$ cat src/rtl/rsa_pkg.sv
// Shared RSA package: FSM state encoding and latency constants.
// Used by the encrypt engine, the keygen/decrypt core and the harness.
package rsa_pkg;

    typedef enum logic [2:0] {
        IDLE,
        CHECK,
        SQR,
        MUL,
        SEL,
        DONE
    } rsa_state_e;

    function automatic int MULT_LAT(input int w);
        return 2 * w + 1;
    endfunction

    function automatic int ENC_LAT(input int w);
        return 4 * w * (2 * w + 1) + 2;
    endfunction

endpackage

$ cat src/rtl/mod_mult.sv
// Fixed-latency interleaved shift-add modular multiplier, one bit per cycle.
// done marks the cycle whose edge commits the last step; r is final after it.
module mod_mult #(
    parameter int WIDTH = 8
) (
    input  logic                 clk,
    input  logic                 rst_n,
    input  logic                 start,
    input  logic [2*WIDTH-1:0]   a,
    input  logic [2*WIDTH-1:0]   b,
    input  logic [2*WIDTH-1:0]   n,
    output logic [2*WIDTH-1:0]   r,
    output logic                 done
);

    localparam int W2 = 2 * WIDTH;
    localparam int KW = $clog2(W2);

    logic [W2-1:0] a_q;
    logic [W2-1:0] b_q;
    logic [W2-1:0] n_q;
    logic [W2-1:0] r_q;
    logic [KW-1:0] i_q;
    logic          run_q;

    logic [W2:0]   n_ext;
    logic [W2:0]   dbl;
    logic [W2:0]   dbl_red;
    logic [W2:0]   sum;
    logic [W2:0]   sum_red;
    logic [W2-1:0] r_nxt;
    logic          unused_msb;

    // Both reductions stay below n, so the extra bit only guards the compare.
    always_comb begin
        n_ext   = {1'b0, n_q};
        dbl     = {r_q, 1'b0};
        dbl_red = (dbl >= n_ext) ? dbl - n_ext : dbl;
        sum     = dbl_red + {1'b0, a_q};
        sum_red = (sum >= n_ext) ? sum - n_ext : sum;
        r_nxt   = b_q[i_q] ? sum_red[W2-1:0] : dbl_red[W2-1:0];
    end

    assign unused_msb = ^{dbl_red[W2], sum_red[W2]};

    always_ff @(posedge clk or negedge rst_n) begin
        if (!rst_n) begin
            a_q   <= '0;
            b_q   <= '0;
            n_q   <= '0;
            r_q   <= '0;
            i_q   <= '0;
            run_q <= 1'b0;
        end else if (start) begin
            a_q   <= a;
            b_q   <= b;
            n_q   <= n;
            r_q   <= '0;
            i_q   <= KW'(W2 - 1);
            run_q <= 1'b1;
        end else if (run_q) begin
            r_q <= r_nxt;
            i_q <= i_q - 1'b1;
            if (i_q == '0) begin
                run_q <= 1'b0;
            end
        end
    end

    assign r    = r_q;
    assign done = run_q && (i_q == '0);

endmodule

$ cat src/rtl/rsa_encrypt_ct.sv
// Constant-time RSA encryption: c = m^e mod n, square-and-always-multiply
// over a full 2*WIDTH-bit exponent scan.
module rsa_encrypt_ct #(
    parameter int WIDTH = 8
) (
    input  logic                 clk,
    input  logic                 rst_n,
    input  logic                 start,
    input  logic [2*WIDTH-1:0]   m,
    input  logic [2*WIDTH-1:0]   e,
    input  logic [2*WIDTH-1:0]   n,
    output logic [2*WIDTH-1:0]   c,
    output logic                 busy,
    output logic                 finish,
    output logic                 err
);

    import rsa_pkg::*;

    localparam int            W2    = 2 * WIDTH;
    localparam int            KW    = $clog2(W2);
    localparam logic [W2-1:0] ONE   = W2'(1);
    localparam logic [W2-1:0] TWO   = W2'(2);
    localparam logic [KW-1:0] K_TOP = KW'(W2 - 1);

    rsa_state_e state_q;
    rsa_state_e state_d;

    logic [W2-1:0] base_q;
    logic [W2-1:0] exp_q;
    logic [W2-1:0] mod_q;
    logic [W2-1:0] acc_q;
    logic [W2-1:0] sq_q;
    logic [W2-1:0] c_q;
    logic [KW-1:0] k_q;
    logic          err_q;
    logic          err_out_q;
    logic          finish_q;
    logic          mul_go_q;

    logic          bad;
    logic [W2-1:0] acc_nxt;
    logic          mm_start;
    logic [W2-1:0] mm_a;
    logic [W2-1:0] mm_b;
    logic [W2-1:0] mm_r;
    logic          mm_done;

    assign bad     = (mod_q < TWO) || (base_q >= mod_q);
    // Pure select: both products are always computed.
    assign acc_nxt = exp_q[k_q] ? mm_r : sq_q;

    mod_mult #(
        .WIDTH (WIDTH)
    ) u_mm (
        .clk   (clk),
        .rst_n (rst_n),
        .start (mm_start),
        .a     (mm_a),
        .b     (mm_b),
        .n     (mod_q),
        .r     (mm_r),
        .done  (mm_done)
    );

    always_comb begin
        state_d  = state_q;
        mm_start = 1'b0;
        mm_a     = '0;
        mm_b     = '0;
        unique case (state_q)
            IDLE: begin
                if (start) state_d = CHECK;
            end
            CHECK: begin
                if (bad) begin
                    state_d = DONE;
                end else begin
                    state_d  = SQR;
                    mm_start = 1'b1;
                    mm_a     = ONE;
                    mm_b     = ONE;
                end
            end
            SQR: begin
                if (mm_done) state_d = MUL;
            end
            MUL: begin
                if (mul_go_q) begin
                    mm_start = 1'b1;
                    mm_a     = mm_r;
                    mm_b     = base_q;
                end
                if (mm_done) state_d = SEL;
            end
            SEL: begin
                if (k_q == '0) begin
                    state_d = DONE;
                end else begin
                    state_d  = SQR;
                    mm_start = 1'b1;
                    mm_a     = acc_nxt;
                    mm_b     = acc_nxt;
                end
            end
            DONE: state_d = IDLE;
            default: state_d = IDLE;
        endcase
    end

    always_ff @(posedge clk or negedge rst_n) begin
        if (!rst_n) begin
            state_q   <= IDLE;
            base_q    <= '0;
            exp_q     <= '0;
            mod_q     <= '0;
            acc_q     <= '0;
            sq_q      <= '0;
            c_q       <= '0;
            k_q       <= '0;
            err_q     <= 1'b0;
            err_out_q <= 1'b0;
            finish_q  <= 1'b0;
            mul_go_q  <= 1'b0;
        end else begin
            state_q  <= state_d;
            finish_q <= 1'b0;
            mul_go_q <= (state_q == SQR) && mm_done;
            unique case (state_q)
                IDLE: begin
                    if (start) begin
                        base_q <= m;
                        exp_q  <= e;
                        mod_q  <= n;
                    end
                end
                CHECK: begin
                    err_q <= bad;
                    acc_q <= ONE;
                    k_q   <= K_TOP;
                end
                MUL: begin
                    if (mul_go_q) sq_q <= mm_r;
                end
                SEL: begin
                    acc_q <= acc_nxt;
                    if (k_q != '0) k_q <= k_q - 1'b1;
                end
                DONE: begin
                    finish_q  <= 1'b1;
                    err_out_q <= err_q;
                    c_q       <= err_q ? '0 : acc_q;
                end
                default: ;
            endcase
        end
    end

    assign c      = c_q;
    assign busy   = (state_q != IDLE) || finish_q;
    assign finish = finish_q;
    assign err    = err_out_q;

endmodule

$ cat config.mk
export PLATFORM = sky130hd
export DESIGN_NAME = rsa_encrypt_ct
export DESIGN_NICKNAME = d
export VERILOG_FILES = /design/src/rtl/rsa_pkg.sv /design/src/rtl/mod_mult.sv /design/src/rtl/rsa_encrypt_ct.sv
export SDC_FILE = /design/constraint.sdc
export NUM_CORES = 1
export LEC_CHECK = 0
export ABC_AREA = 1
export CAP_MARGIN = 20
export CORE_UTILIZATION = 55
export CTS_BUF_LIST = sky130_fd_sc_hd__clkbuf_8 sky130_fd_sc_hd__clkbuf_16
export DETAILED_ROUTE_END_ITERATION = 10
export PLACE_DENSITY = 0.78
export SLEW_MARGIN = 30
export SYNTH_ARGS = -nofsm -noshare
export SYNTH_HDL_FRONTEND = slang
export SYNTH_SLANG_ARGS = --single-unit
$ cat constraint.sdc
create_clock -name clk -period 4.8 [get_ports clk]
set_clock_uncertainty 0.2 [all_clocks]
set_input_delay 0.96 -clock clk [delete_from_list [all_inputs] [get_ports clk]]
set_output_delay 0.96 -clock clk [all_outputs]
set_load 0.005 [all_outputs]
==> impl_metrics.ini, run 1 <==
[clock_network]
cts_hold_buf = 0
clkTransAtPathRegs_ps = 70
cts_tree = yes
cts_buffers = 17
htreeDepth = 4
cts_buffer_depth = 2
clock_latency_ps = 450
cts_sinks = 176
cts-root-buf = clkbuf_16

[global_route]
top_usage_layer = met2
grt_pass1_vias = 10400
grt.total_usage_pct = 33.4
met3_usage_pct = 6.04
grt_use_met1_pct = 43.4
antenna_found_initial = 0
grt_pass1_wl_microns = 52000
grt_max_degree = 89
use_met2_pct = 53.8
grt_overflow = 0

[routing]
postRouteAntennaNets = 0
routed_wl_microns = 38900
drtIter0Drc = 1799
drc = 8
first_pass_iters = 11
vias_per_cell = 6.11
vias = 11700
wl_per_cell_microns = 20.3

[floorplanning]
die_height_microns = 143
dieArea_sq_mm = 0.0204
coreArea_sq_mm = 0.0195
io_pins = 70
start_util_pct = 55.9
rows = 51
die-width_microns = 143

[yosys]
syn_area_per_cell_sq_um = 7.62
syn_nets = 1550
synth_edf_count = 0
synth_ff_type = dfrtp_1
ys_warn_count = 0
seq_area_frac_synth_pct = 40.5
ys_ff_latch = 176
synth_cells = 1429
async_reset_ff_share_pct = 100
synthesis.area_sq_mm = 0.0109
synth.distinct_cells = 47

[flow_run]
cap_violations = 0

[worst_setup_path]
timing.reg2reg.setup_slack_ps = -690
required_ps = 4940
worstSetupStartpoint = u_mm.r[3]$_DFFE_PN0P_
critical_path.top_delay_family = simple AND/OR/NAND/NOR gates
cpPeakStageDelay_ps = 450
crit_slowest_cell = dfrtp_1
crit_buf_inv = 5
crit_path_frequent_cell = nand2_1
crit_fanout = 7
arrival_ps = 5630
endpoint_kind = register
timing.rr.start = u_mm.r[3]$_DFFE_PN0P_
cp-start-kind = register
criticalPathCategory = register to register

[power_and_ir_drop]
power.density_mw_per_mm2 = 197
p_int_mw = 2.20
power_frac_comb_pct = 2.5
p_leak_nw = 7.43
swShare_pct = 24.5
p_seq_share_pct = 50.8
irDropWorstVdd_uv = 237
clockPowerShare_pct = 46.7
switchingPower_mw = 0.715

[sta]
fin_ws_ps = -690
setup_violations = 16
setup-tns-final_ps = -8920
period_needed_ps = 5490
relSlewSlack_pct = 36.4
drv_slew = 0
holdWs_ps = 285
max_slew.worst_pin.slew_ps = 953
rsz0062_at_grt = yes
max_freq_ghz = 0.182
fin_crit_sh_pct = 114
hold_viol = 0

[final_layout]
mostFrequentLayoutCells = nand2_1, dfrtp_1, buf_4
fin_nets = 1762
n_antenna_cell = 0
final_common_cell = nand2_1
multi_input_area_sq_mm = 0.00687
fill_cells = 1219
seq_area_sq_mm = 0.00440
drive_above_1_share_pct = 26.3
area_delta_synth_final_pct = 36.0

[placed_design]
io_buffers = 69
gp_congestion = 1.06
place_hpwl_microns = 23300

[outcome]
violations = DRC, setup timing
run_status = finished with violations

[min_path]
hp-class = register to register
worstHoldStart = u_mm.b_q[9]$_DFFE_PN0P_
-- area by class of cell --
type / count / area share [%]
multi-input cells: 1048 / 46.4
flip-flops and latches: 176 / 29.7
repair buffers: 236 / 13.7
inverters: 162 / 4.17
clock buffers: 17 / 2.87
well taps: 265 / 2.24
clock inverters: 15 / 0.896
-- repair_timing --
item,4_1_cts,5_1_grt
resized for setup,60,189
gates cloned,1,1
setup buffers,4,20
setup endpoints to repair,16,16
pin swaps,18,108
-- synth_stat cells, types with 2 or more instances --
cell | instances | area share, %
nand2_1 | 402 | 14
dfrtp_1 | 176 | 40
inv_1 | 159 | 5.5
nand3_1 | 117 | 5.4
o21ai_0 | 108 | 5.0
nor2_1 | 107 | 3.7
a21oi_1 | 81 | 3.7
ha_1 | 67 | 7.7
mux2_2 | 25 | 2.6
nand4_1 | 25 | 1.4
clkbuf_1 | 23 | 0.79
buf_2 | 16 | 0.74
xnor2_1 | 16 | 1.3
xor2_1 | 16 | 1.3
o211ai_1 | 8 | 0.55
o21ai_2 | 7 | 0.56
a31oi_1 | 5 | 0.29
nor2_2 | 5 | 0.29
nor3_1 | 5 | 0.23
and2_1 | 4 | 0.23
nand3b_1 | 4 | 0.28
nor4_1 | 4 | 0.23
o21bai_1 | 4 | 0.28
or2_2 | 4 | 0.23
a21o_1 | 3 | 0.21
buf_6 | 3 | 0.31
fa_1 | 3 | 0.55
nand2_2 | 3 | 0.17
nand2_4 | 3 | 0.31
a211oi_1 | 2 | 0.14
a21oi_2 | 2 | 0.16
a22o_1 | 2 | 0.16
inv_2 | 2 | 0.069
nand3_2 | 2 | 0.18
nor2_4 | 2 | 0.21
o21a_1 | 2 | 0.14
or2_1 | 2 | 0.11
-- path summary, 6_finish.rpt --
path                                      endpoint  depth (start not counted)
max in group asynchronous  u_mm.b_q[0]$_DFFE_PN0P_                          2
min                        u_mm.b_q[9]$_DFFE_PN0P_                          2
min in group asynchronous     exp_q[1]$_DFFE_PN0P_                          1
max reg2reg                  u_mm.r[4]$_DFFE_PN0P_                         31
max                          u_mm.r[4]$_DFFE_PN0P_                         31
min reg2reg                u_mm.b_q[9]$_DFFE_PN0P_                          2
-- worst register-to-register path, delay by kind of cell, from the launching register on --
kind,cells,cell delay (ps)
simple gates,19,2320
flops,1,450
buf+inv,5,670
fa+ha+maj,3,930
xor+xnor,1,190
compound gates,3,630
-- routing by layer --
| layer | routed length (microns) | share of wire [%] | up-vias |
|---|---|---|---|
| met3 | 4140 | 11 | 339 |
| met5 | 0 | 0 | - |
| met1 | 13900 | 36 | 5403 |
| li1 | - | - | 5097 |
| met4 | 3400 | 8.7 | 0 |
| met2 | 17500 | 45 | 886 |
-- power by group through the flow --
stage | Combinational (mW) | Sequential (mW) | Clock (mW)
2_1_floorplan | 0.000334 | 1.51 | 0
3_3_place_gp | 0.0729 | 1.51 | 0
3_5_place_dp | 0.0744 | 1.51 | 0
4_1_cts | 0.0748 | 1.48 | 1.35
5_1_grt | 0.0810 | 1.48 | 1.41
6_report | 0.0729 | 1.48 | 1.36
-- cells by family after synthesis --
logic type | Yosys count | synth area share [%]
flops | 176 | 40.5
compound gates | 227 | 11.3
mux | 25 | 2.59
buf+inv | 206 | 7.53
simple gates | 693 | 27.3
xor+xnor | 32 | 2.57
fa+ha+maj | 70 | 8.25
-- through the flow --
step | area [sq um] | setup WS [ps] | power (mW) | instances | utilization [%]
CTS | 13800 | 5.89 | 2.91 | 1900 | 70.7
global placement | 12800 | -180 | 1.58 | 1863 | 65.8
finish | 14800 | -690 | 2.91 | 1919 | 76.1
global route | 14800 | -742 | 2.97 | 1919 | 76.1
detailed placement | 12800 | -258 | 1.59 | 1863 | 65.8
floorplan | 10900 | 10.7 | 1.51 | 1429 | -
No activity file was read; power rests on OpenSTA's default activity.
==> run 2, diff against run 1 <==
- CAP_MARGIN: 20 -> unset
==> results of run 2 <==
No change in the layout: final DEF, timing and power equal those of run 1.
